[config.mk]
export PLATFORM = sky130hd
export DESIGN_NAME = stopwatch_ctrl_flat
export DESIGN_NICKNAME = d
export VERILOG_FILES = /design/src/rtl/stopwatch_if.sv /design/src/rtl/stopwatch_ctrl.sv /design/src/flat_wrapper.sv
export SDC_FILE = /design/constraint.sdc
export NUM_CORES = 1
export LEC_CHECK = 0
export CORE_ASPECT_RATIO = 0.5
export CORE_MARGIN = 2
export CORE_UTILIZATION = 50
export CTS_CLUSTER_DIAMETER = 100
export DETAILED_ROUTE_END_ITERATION = 10
export PLACE_DENSITY = 0.7
export SETUP_SLACK_MARGIN = 0.4
export SLEW_MARGIN = 20
export SYNTH_ARGS = -nofsm -noshare
export SYNTH_HDL_FRONTEND = slang
export SYNTH_SLANG_ARGS = --single-unit
export TNS_END_PERCENT = 30
[constraint.sdc]
create_clock -name clk -period 4.1 [get_ports clk]
set_input_delay 0.615 -clock clk [delete_from_list [all_inputs] [get_ports clk]]
set_output_delay 0.615 -clock clk [all_outputs]
set_load 0.02 [all_outputs]
[src/rtl/stopwatch_if.sv]
// Signal bundle between the stopwatch controller and its digit chain / button front panel.
// The slave side is the controller; the master side drives buttons and terminal counts.
interface stopwatch_if;
  logic       btn_start;
  logic       btn_lap;
  logic       btn_reset;
  logic [3:0] tc;
  logic [3:0] dig_ena;
  logic       dig_clr;
  logic       lap_hold;
  logic       running;
  logic       ovf;

  modport master (
    output btn_start, btn_lap, btn_reset, tc,
    input  dig_ena, dig_clr, lap_hold, running, ovf
  );

  modport slave (
    input  btn_start, btn_lap, btn_reset, tc,
    output dig_ena, dig_clr, lap_hold, running, ovf
  );
endinterface

[src/rtl/stopwatch_ctrl.sv]
// Run/pause/lap controller for an MM:SS digit chain: prescaler, button front end and FSM.
// Digit enables are built from registered terminal-count flags, never from carry_out.
module stopwatch_ctrl #(
  parameter int unsigned PRESCALE = 50_000_000,
  parameter int unsigned PS_W     = 26
) (
  input  logic       clk,
  input  logic       clr_n,
  stopwatch_if.slave sw
);

  typedef enum logic [1:0] {StIdle, StRun, StLap, StPause} state_e;

  localparam logic [PS_W-1:0] PsLast = PS_W'(PRESCALE - 1);

  state_e          state_q, state_d;
  logic [PS_W-1:0] ps_q, ps_d;
  logic [2:0]      btn_raw, sync1_q, sync2_q, prev_q, btn_rise;
  logic            init_q;
  logic [3:0]      dig_ena_q, dig_ena_d;
  logic            dig_clr_q, dig_clr_d;
  logic            ovf_q, ovf_d;
  logic            counting, tick;
  logic            rise_start, rise_lap, rise_reset;

  // Button bits packed as {reset, lap, start}.
  assign btn_raw    = {sw.btn_reset, sw.btn_lap, sw.btn_start};
  assign btn_rise   = sync2_q & ~prev_q;
  assign rise_start = btn_rise[0];
  assign rise_lap   = btn_rise[1];
  assign rise_reset = btn_rise[2];

  assign counting = (state_q == StRun) || (state_q == StLap);
  assign tick     = counting && (ps_q == PsLast);

  always_ff @(posedge clk or negedge clr_n) begin
    if (!clr_n) begin
      sync1_q <= '0;
      sync2_q <= '0;
      prev_q  <= '0;
    end else begin
      sync1_q <= btn_raw;
      sync2_q <= sync1_q;
      prev_q  <= sync2_q;
    end
  end

  always_comb begin
    state_d   = state_q;
    // Pending init clear is issued on the first edge after reset release.
    dig_clr_d = init_q;
    unique case (state_q)
      StIdle: begin
        if (rise_reset) begin
          dig_clr_d = 1'b1;
        end else if (rise_start) begin
          state_d = StRun;
        end
      end
      StRun: begin
        if (rise_start) begin
          state_d = StPause;
        end else if (rise_lap) begin
          state_d = StLap;
        end
      end
      StLap: begin
        if (rise_start) begin
          state_d = StPause;
        end else if (rise_lap) begin
          state_d = StRun;
        end
      end
      StPause: begin
        if (rise_reset) begin
          state_d   = StIdle;
          dig_clr_d = 1'b1;
        end else if (rise_start) begin
          state_d = StRun;
        end
      end
      default: state_d = StIdle;
    endcase
  end

  always_comb begin
    ps_d = ps_q;
    if ((state_q == StIdle) || dig_clr_d) begin
      ps_d = '0;
    end else if (counting) begin
      ps_d = (ps_q == PsLast) ? '0 : ps_q + PS_W'(1);
    end
  end

  always_comb begin
    dig_ena_d = {tick & (&sw.tc[2:0]), tick & (&sw.tc[1:0]), tick & sw.tc[0], tick};
    ovf_d     = tick & (&sw.tc);
    // counter_0to5 misbehaves when clr and ena coincide, so clear always wins.
    if (dig_clr_d) begin
      dig_ena_d = '0;
      ovf_d     = 1'b0;
    end
  end

  always_ff @(posedge clk or negedge clr_n) begin
    if (!clr_n) begin
      state_q   <= StIdle;
      ps_q      <= '0;
      init_q    <= 1'b1;
      dig_ena_q <= '0;
      dig_clr_q <= 1'b0;
      ovf_q     <= 1'b0;
    end else begin
      state_q   <= state_d;
      ps_q      <= ps_d;
      init_q    <= 1'b0;
      dig_ena_q <= dig_ena_d;
      dig_clr_q <= dig_clr_d;
      ovf_q     <= ovf_d;
    end
  end

  assign sw.dig_ena  = dig_ena_q;
  assign sw.dig_clr  = dig_clr_q;
  assign sw.ovf      = ovf_q;
  assign sw.running  = counting;
  assign sw.lap_hold = (state_q == StLap);

endmodule

[src/flat_wrapper.sv]
// flat-port wrapper written by rule: the top's interface ports become plain ports
module stopwatch_ctrl_flat 
#(
  parameter int unsigned PRESCALE = 50_000_000,
  parameter int unsigned PS_W     = 26
)
  (clk, clr_n, sw_btn_start, sw_btn_lap, sw_btn_reset, sw_tc, sw_dig_ena, sw_dig_clr, sw_lap_hold, sw_running, sw_ovf);
  stopwatch_if sw_i ();
  input  logic clk;
  input  logic clr_n;
  input wire logic [$bits(sw_i.btn_start)-1:0] sw_btn_start;
  input wire logic [$bits(sw_i.btn_lap)-1:0] sw_btn_lap;
  input wire logic [$bits(sw_i.btn_reset)-1:0] sw_btn_reset;
  input wire logic [$bits(sw_i.tc)-1:0] sw_tc;
  output wire logic [$bits(sw_i.dig_ena)-1:0] sw_dig_ena;
  output wire logic [$bits(sw_i.dig_clr)-1:0] sw_dig_clr;
  output wire logic [$bits(sw_i.lap_hold)-1:0] sw_lap_hold;
  output wire logic [$bits(sw_i.running)-1:0] sw_running;
  output wire logic [$bits(sw_i.ovf)-1:0] sw_ovf;
  assign sw_i.btn_start = sw_btn_start;
  assign sw_i.btn_lap = sw_btn_lap;
  assign sw_i.btn_reset = sw_btn_reset;
  assign sw_i.tc = sw_tc;
  assign sw_dig_ena = sw_i.dig_ena;
  assign sw_dig_clr = sw_i.dig_clr;
  assign sw_lap_hold = sw_i.lap_hold;
  assign sw_running = sw_i.running;
  assign sw_ovf = sw_i.ovf;
  stopwatch_ctrl #(.PRESCALE(PRESCALE), .PS_W(PS_W)) u_core (.clk(clk), .clr_n(clr_n), .sw(sw_i));
endmodule
==> results of run 1 <==
## critical path, delay by kind of cell (launching register included)
family | cells | cell delay (ps)
adder cells (fa/ha/maj) | 1 | 640
buffers and inverters | 2 | 800
flip-flops | 1 | 420
## power groups by stage
stage,registers [mW],logic (mW),clock network (mW)
after floorplan,0.473,0.189,0
after detailed placement,0.474,0.271,0
final,0.466,0.273,0.279
after global routing,0.469,0.305,0.309
after global placement,0.473,0.263,0
after CTS,0.466,0.272,0.289
## layout make-up
cell class / count / share of cell area
Tap cell: 57 / 0.0281
Sequential cell: 44 / 0.435
Clock inverter: 3 / 0.00938
Multi-Input combinational cell: 176 / 0.431
Inverter: 5 / 0.00740
Timing Repair Buffer: 16 / 0.0622
Clock buffer: 5 / 0.0271
## state kept, by name (all words and copies together) (netlist names)
register and count:
u_core.ps_q 26, u_core.sync2_q 3, u_core.sw.dig_clr 1, u_core.sync1_q 3, u_core.init_q 1, u_core.prev_q 3, u_core.sw.ovf 1, u_core.state_q 2
u_core.sw.dig_ena 4
## placed cells by master, fill, tap and decap left out, types with 2 or more instances in the layout
| cell type | n |
|---|---|
| dfrtp_1 | 43 |
| nor2_1 | 22 |
| nand2_1 | 21 |
| nand3_1 | 17 |
| xnor2_1 | 16 |
| clkdlybuf4s50_1 | 15 |
| and3_1 | 11 |
| a21oi_1 | 10 |
| nand4_1 | 7 |
| o21ai_0 | 7 |
| a31oi_1 | 6 |
| inv_1 | 5 |
| nor4_1 | 5 |
| nor3_1 | 5 |
| ha_1 | 5 |
| clkbuf_8 | 5 |
| and2_1 | 4 |
| xor2_1 | 4 |
| nand2b_1 | 3 |
| nor2b_1 | 2 |
| and2_2 | 2 |
| and3_2 | 2 |
| or2_2 | 2 |
| o22ai_1 | 2 |
| o211ai_1 | 2 |
| or4_1 | 2 |
| clkinvlp_4 | 2 |
## cell families (layout without fill, tap and decap cells)
family	Yosys count	in the layout
and+or+nand+nor	115	115
DFF	44	44
AOI/OAI and AO/OA	35	35
xor gates and xnor gates	20	20
buffers and inverters	17	29
adders and majority gates	5	5
other	1	1
## layer usage
layer | routed length (µm) | vias to the layer above | part of all wire
li1 | - | 856 | -
met1 | 2240 | 860 | 0.49
met2 | 2080 | 44 | 0.45
met3 | 254 | 4 | 0.055
met4 | 31 | 0 | 0.0067
met5 | 0 | - | 0
## per-stage QoR
stage / cell area (µm²) / total power, mW / hold slack [ps]
detailed placement: 2440 / 0.746 / 335
CTS: 2530 / 1.03 / 356
global route: 2530 / 1.08 / 340
finish: 2530 / 1.02 / 291
global placement: 2440 / 0.736 / 334
floorplan: 2260 / 0.663 / 319
## final timing paths
kind                                                    end  slack, ps  depth (start not counted)
worst min-delay path            u_core.ps_q[23]$_DFFE_PN0P_        290                          1
max in group asynchronous           u_core.init_q$_DFF_PN1_       3430                          1
worst max register to register  u_core.ps_q[24]$_DFFE_PN0P_       1660                          7
worst max-delay path                             sw_running       1340                          3
min in group clk                u_core.sync2_q[2]$_DFF_PN0_        350                          0
worst min register to register  u_core.sync2_q[2]$_DFF_PN0_        350                          0
==> metrics.md, run 1 <==
| Metric | Value |
|---|---|
| Status | completed |
| DRC | 0 |
| Mux share of post-synthesis cell area | 0 |
| Max Cap Viol | 0 |
| Fmax | 362 MHz |
| EDFF count, synth | 0 |
| Netlist cell types | 46 |
| Cells after synthesis | 237 |
| Yosys reg bits | 44 |
| Pwr dens | 402 nW/µm² |
| Grt ovf | 0 |
| Post-route non-filler standard cell count | 306 |
| Peak supply drop | 0.348 mV |
| Final core occ | 0.579 |
| Met3 Use GR | 0.0551 |
| Root Driver | clkbuf_8 |
| Hold Path Class | primary input to async pin |
| Asr flop ratio synth | 1.00 |
| Largest area contributor in the netlist | dfrtp_1 |
| Post-cts resize count | 0 |
| Max stage delay on crit path | 710 ps |
| Worst Setup SP | u_core.state_q[1]$_DFFE_PN0P_ |
| Sequential Area | 1100 µm² |
| Post-Synth Adder-Cell Area | 0.0276 |
| Final setup viols | 0 |
| Setup Skew | 6.81 ps |
| # IOs | 17 |
| Post-CTS Setup Bufs | 0 |
| Number of DRC markers in iteration 0 | 121 |
| Fraction of layout cells with a size suffix above 1 | 0.0803 |
| Drt first pass iters | 7 |
| Dpl cells | 298 |
| Syn Std Cell Area | 2260 µm² |
| Wire per inst | 15.0 µm |
| CP required | 3480 ps |
| RePlAce Congestion | 0.959 |
| Post-layout min period | 2760 ps |
| Max clock buf depth | 2 |
| CTS tree | done |
| Synth warnings | 0 |
| Initial antenna violation count | 0 |
| Post-synth net total | 251 |
| Crit share post-route | 0.674 |
| Seq pwr share | 0.458 |
| Commonest cells in the netlist | 43 x dfrtp_1, 22 x nor2_1, 21 x nand2_1 |
| DPL Wire Length | 3.23 mm |
| CP max FO | 18 |
| Vias per inst | 5.76 |
| Pin count of the biggest net entering global routing | 45 |
| IO buf count | 16 |
| Worst skew pair latency | 300 ps |
| Arrival time worst endpoint | 2150 ps |
| Setup TNS | 0 ps |
| Critical path class | register to primary output |
| Cts hold-fix bufs | 0 |
| RSZ-0062 raised after global routing | false |
| Fill cell count | 393 |
| First-pass GRT wire length | 8.14 mm |
| Mean Syn Cell Area | 9.55 µm² |
| DRT Wirelength | 4.60 mm |
| CP Launch Type | register |
| Switching Fraction | 0.353 |
| Reg-to-Reg Start | u_core.state_q[1]$_DFFE_PN0P_ |
| Initial Util | 0.517 |
| Largest family of logic cells by synthesized area | simple AND/OR/NAND/NOR gates |
| Multi-input gate area in the final layout | 1090 µm² |
| Row Count | 17 |
| Crit path cell chain | inv_1, ha_1, clkdlybuf4s50_1 |
| Net switching power | 0.360 mW |
| Synth area leaders | dfrtp_1 48%, xnor2_1 6.2%, nand3_1 3.8% |
| ANT nets after route | 0 |
| Most frequent cell after synthesis | dfrtp_1 |
| DP Worst Slack | 1690 ps |
| Post-synth top flop | dfrtp_1 |
| Clock Sinks | 44 |
| CP max-delay cell | clkdlybuf4s50_1 |
| Clk pin slew, worst setup/hold paths | 90 ps |
| Total GRT Usage | 0.205 |
| Slew @ Worst Pin | 869 ps |
| Met1 Use GR | 0.288 |
| Post-Synth XOR/XNOR Area | 0.0774 |
| Compound-Gate Fraction of Synth Area | 0.0940 |
| Core box area | 4380 µm² |
| Worst slew margin | 0.416 |
| Synth Area in Simple Gates | 0.282 |
| H-tree Lvls | 2 |
| Ant diodes | 0 |
| Vias in the first global route | 1707 |
| Vias | 1764 |
| Die height | 51.6 µm |
| Layout area overhead | 12.0% |
| Die width | 99.2 µm |
| Final setup margin | 1340 ps |
| Gr busiest metal | met2 |
| Int Pwr | 0.659 mW |
| Fin. max-slew vios | 0 |
| Num CTS Buffers | 5 |
| Register area share after synthesis | 0.487 |
| Pleak | 0.991 nW |
| Routing usage on met2 | 0.320 |
| Die Area | 5110 µm² |
| Power share of the combinational group | 0.268 |
| Clk pwr share | 0.274 |
| Hold Vio Cnt, Final | 0 |
| Final nets | 262 |
| Crit end category | primary output |
| Share of the synthesized area in the top cell type | 0.475 |
Note: power is estimated with default switching activity, not from simulation.
==> run 2: changes to the inputs <==
clock period = 2.7 ns   (was 4.1 ns; I/O delays follow)
==> run 2 against run 1 <==
Net effect: count of clock-buffer cells in the layout unchanged; utilization is 2.5 points higher; largest power group unchanged; largest cell class is now multi-input gates; die area unchanged; critical endpoint is now sw_lap_hold; routed wire length up 3.4%.
==> metrics.md, run 2 (synthesized netlist as in run 1, its figures left out) <==
| Metric | Value |
|---|---|
| CP max-delay cell | clkdlybuf4s50_1 |
| Pleak | 1.06 nW (+6.9%) |
| IO buf count | 16 (unchanged) |
| Clk pin slew, worst setup/hold paths | 80 ps (about the same) |
| Die Area | 5110 µm² (unchanged) |
| Post-CTS Setup Bufs | 0 (unchanged) |
| Cts hold-fix bufs | 0 (unchanged) |
| Final nets | 266 (+1.5%) |
| CTS tree | done |
| Num CTS Buffers | 5 (unchanged) |
| Most flop-heavy register | u_core.ps_q |
| First-pass GRT wire length | 8.22 mm (+1.0%) |
| Reg-to-Reg Start | u_core.ps_q[7]$_DFFE_PN0P_ |
| Critical path class | register to primary output |
| DRC | 0 (unchanged) |
| Status | completed |
| Gr busiest metal | met2 |
| Final core occ | 0.604 (+0.0254) |
| ANT nets after route | 0 (unchanged) |
| Arrival time worst endpoint | 1740 ps (-410 ps) |
| Setup Skew | 6.16 ps (-0.644 ps) |
| Commonest non-fill, non-tap cell in the layout | dfrtp_1 |
| Hold Vio Cnt, Final | 0 (unchanged) |
| Net switching power | 0.546 mW (+52%) |
| Layout area overhead | 16.9% |
| Crit end category | primary output |
| Post-route cell area | 2650 µm² (+4.4%) |
| CP delay by family, top | buffers and inverters |
| Pwr Total | 1.88 mW (+84%) |
| Worst Hold Margin | 87.6 ps (-203 ps) |
| # IOs | 17 (unchanged) |
| Fin. max-slew vios | 0 (unchanged) |
| Met3 Use GR | 0.0511 (-0.00403) |
| Max stage delay on crit path | 630 ps (-80 ps) |
| Slew @ Worst Pin | 555 ps (-314 ps) |
| Seq pwr share | 0.377 (-0.081) |
| Largest register FFs | 26 (unchanged) |
| DP Worst Slack | 509 ps (-1180 ps) |
| H-tree Lvls | 2 (unchanged) |
| Clock Sinks | 44 (unchanged) |
| Die height | 51.6 µm (unchanged) |
| Root Driver | clkbuf_8 |
| Placed Area | 2470 µm² (+1.2%) |
| Ant diodes | 0 (unchanged) |
| Int Pwr | 1.33 mW (+100%) |
| Clk pwr share | 0.365 (+0.091) |
| Total GRT Usage | 0.207 (+0.00217) |
| DPL Wire Length | 3.38 mm (+4.6%) |
| Switching Fraction | 0.290 (-0.0625) |
| Max clock buf depth | 2 (unchanged) |
| Fraction of layout cells with a size suffix above 1 | 0.0988 (+0.0185) |
| Fill cell count | 353 (-10%) |
| Hold Path Class | primary input to async pin |
| Wire per inst | 15.4 µm (+2.1%) |
| DRT Wirelength | 4.76 mm (+3.4%) |
| Leading cell types in the layout, fill and taps excluded | 43 x dfrtp_1, 22 x nor2_1, 21 x nand2_1 |
| Fmax | 466 MHz |
| Row Count | 17 (unchanged) |
| Met1 Use GR | 0.285 (-0.00275) |
| Core box area | 4380 µm² (unchanged) |
| Grt ovf | 0 (unchanged) |
| CP max FO | 5 (-13) |
| Vias | 1761 (-0.17%) |
| CP Launch Type | register |
| Max Cap Viol | 0 (unchanged) |
| Routing usage on met2 | 0.330 (+0.0101) |
| Drt first pass iters | 5 (-2) |
| Pwr dens | 710 nW/µm² (+77%) |
| Post-route non-filler standard cell count | 310 (+1.3%) |
| Post-cts resize count | 2 (+2) |
| Initial Util | 0.517 (unchanged) |
| CP bufs+invs | 2 (unchanged) |
| Worst skew pair latency | 300 ps (about the same) |
| Post-layout min period | 2150 ps |
| Power share of the combinational group | 0.258 (-0.010) |
| Number of DRC markers in iteration 0 | 88 (-27%) |
| RePlAce Congestion | 0.894 (-6.7%) |
| Initial antenna violation count | 0 (unchanged) |
| Worst slew margin | 0.630 (+0.214) |
| Crit share post-route | 0.796 |
| CP required | 2300 ps (-1180 ps) |
| Final setup viols | 0 (unchanged) |
| Internal reg-to-reg setup slack | 600 ps (-1060 ps) |
| Final setup margin | 552 ps (-787 ps) |
| Peak supply drop | 0.510 mV (+47%) |
| Dpl cells | 302 (+1.3%) |
| Worst Setup SP | u_core.state_q[0]$_DFFE_PN0P_ |
| Crit path cell chain | inv_1, ha_1, clkdlybuf4s50_1 |
| Setup TNS | 0 ps (unchanged) |
| Vias in the first global route | 1745 (+2.2%) |
| RSZ-0062 raised after global routing | false |
| Vias per inst | 5.68 (-1.5%) |
| Die width | 99.2 µm (unchanged) |
| Pin count of the biggest net entering global routing | 45 (unchanged) |
==> run 2: changes by cell type in the layout (fill, tap and decap cells not counted), sizes merged <==
cell	change
dlymetal6s2s	+1
buf	+4
bufinv	+3
clkdlybuf4s50	-1
clkinv	-1
clkinvlp	-2
==> run 2: power groups by stage <==
stage          registers (mW)  logic [mW]  clock network, mW
4_1_cts                 0.708       0.482              0.698
2_1_floorplan           0.719       0.288                  0
5_1_grt                 0.713       0.527              0.729
3_3_place_gp            0.718       0.434                  0
6_report                0.708       0.485              0.685
3_5_place_dp            0.721       0.443                  0
==> run 2: worst paths after layout <==
check                           cells past startpoint                     endpoint
worst max register to register                      5  u_core.ps_q[17]$_DFFE_PN0P_
worst min register to register                      0  u_core.sync2_q[0]$_DFF_PN0_
max in group asynchronous                           1      u_core.init_q$_DFF_PN1_
worst min-delay path                                1  u_core.ps_q[22]$_DFFE_PN0P_
min in group clk                                    0  u_core.sync2_q[0]$_DFF_PN0_
worst max-delay path                                3                  sw_lap_hold
==> run 2: final cells by class <==
type                    count  area (µm²)  share of cell area
well taps                  57        71.3              0.0270
flip-flops and latches     44        1100               0.417
repair buffers             20         190              0.0719
inverters                   5        18.8             0.00709
clock inverters             3        90.1              0.0340
clock buffers               5        68.8              0.0260
multi-input cells         176        1100               0.417
==> run 2: worst reg2reg max path: stages (launching register included) <==
cell and delay (ps):
dfrtp_1 470, and3_1 370, nand3_1 340, or3_1 460
a41oi_1 240, o22ai_1 100
==> run 2: layer usage <==
metal,part of all wire,vias up
met4,0.0063,0
li1,-,867
met3,0.047,5
met5,0,-
met2,0.45,47
met1,0.49,842
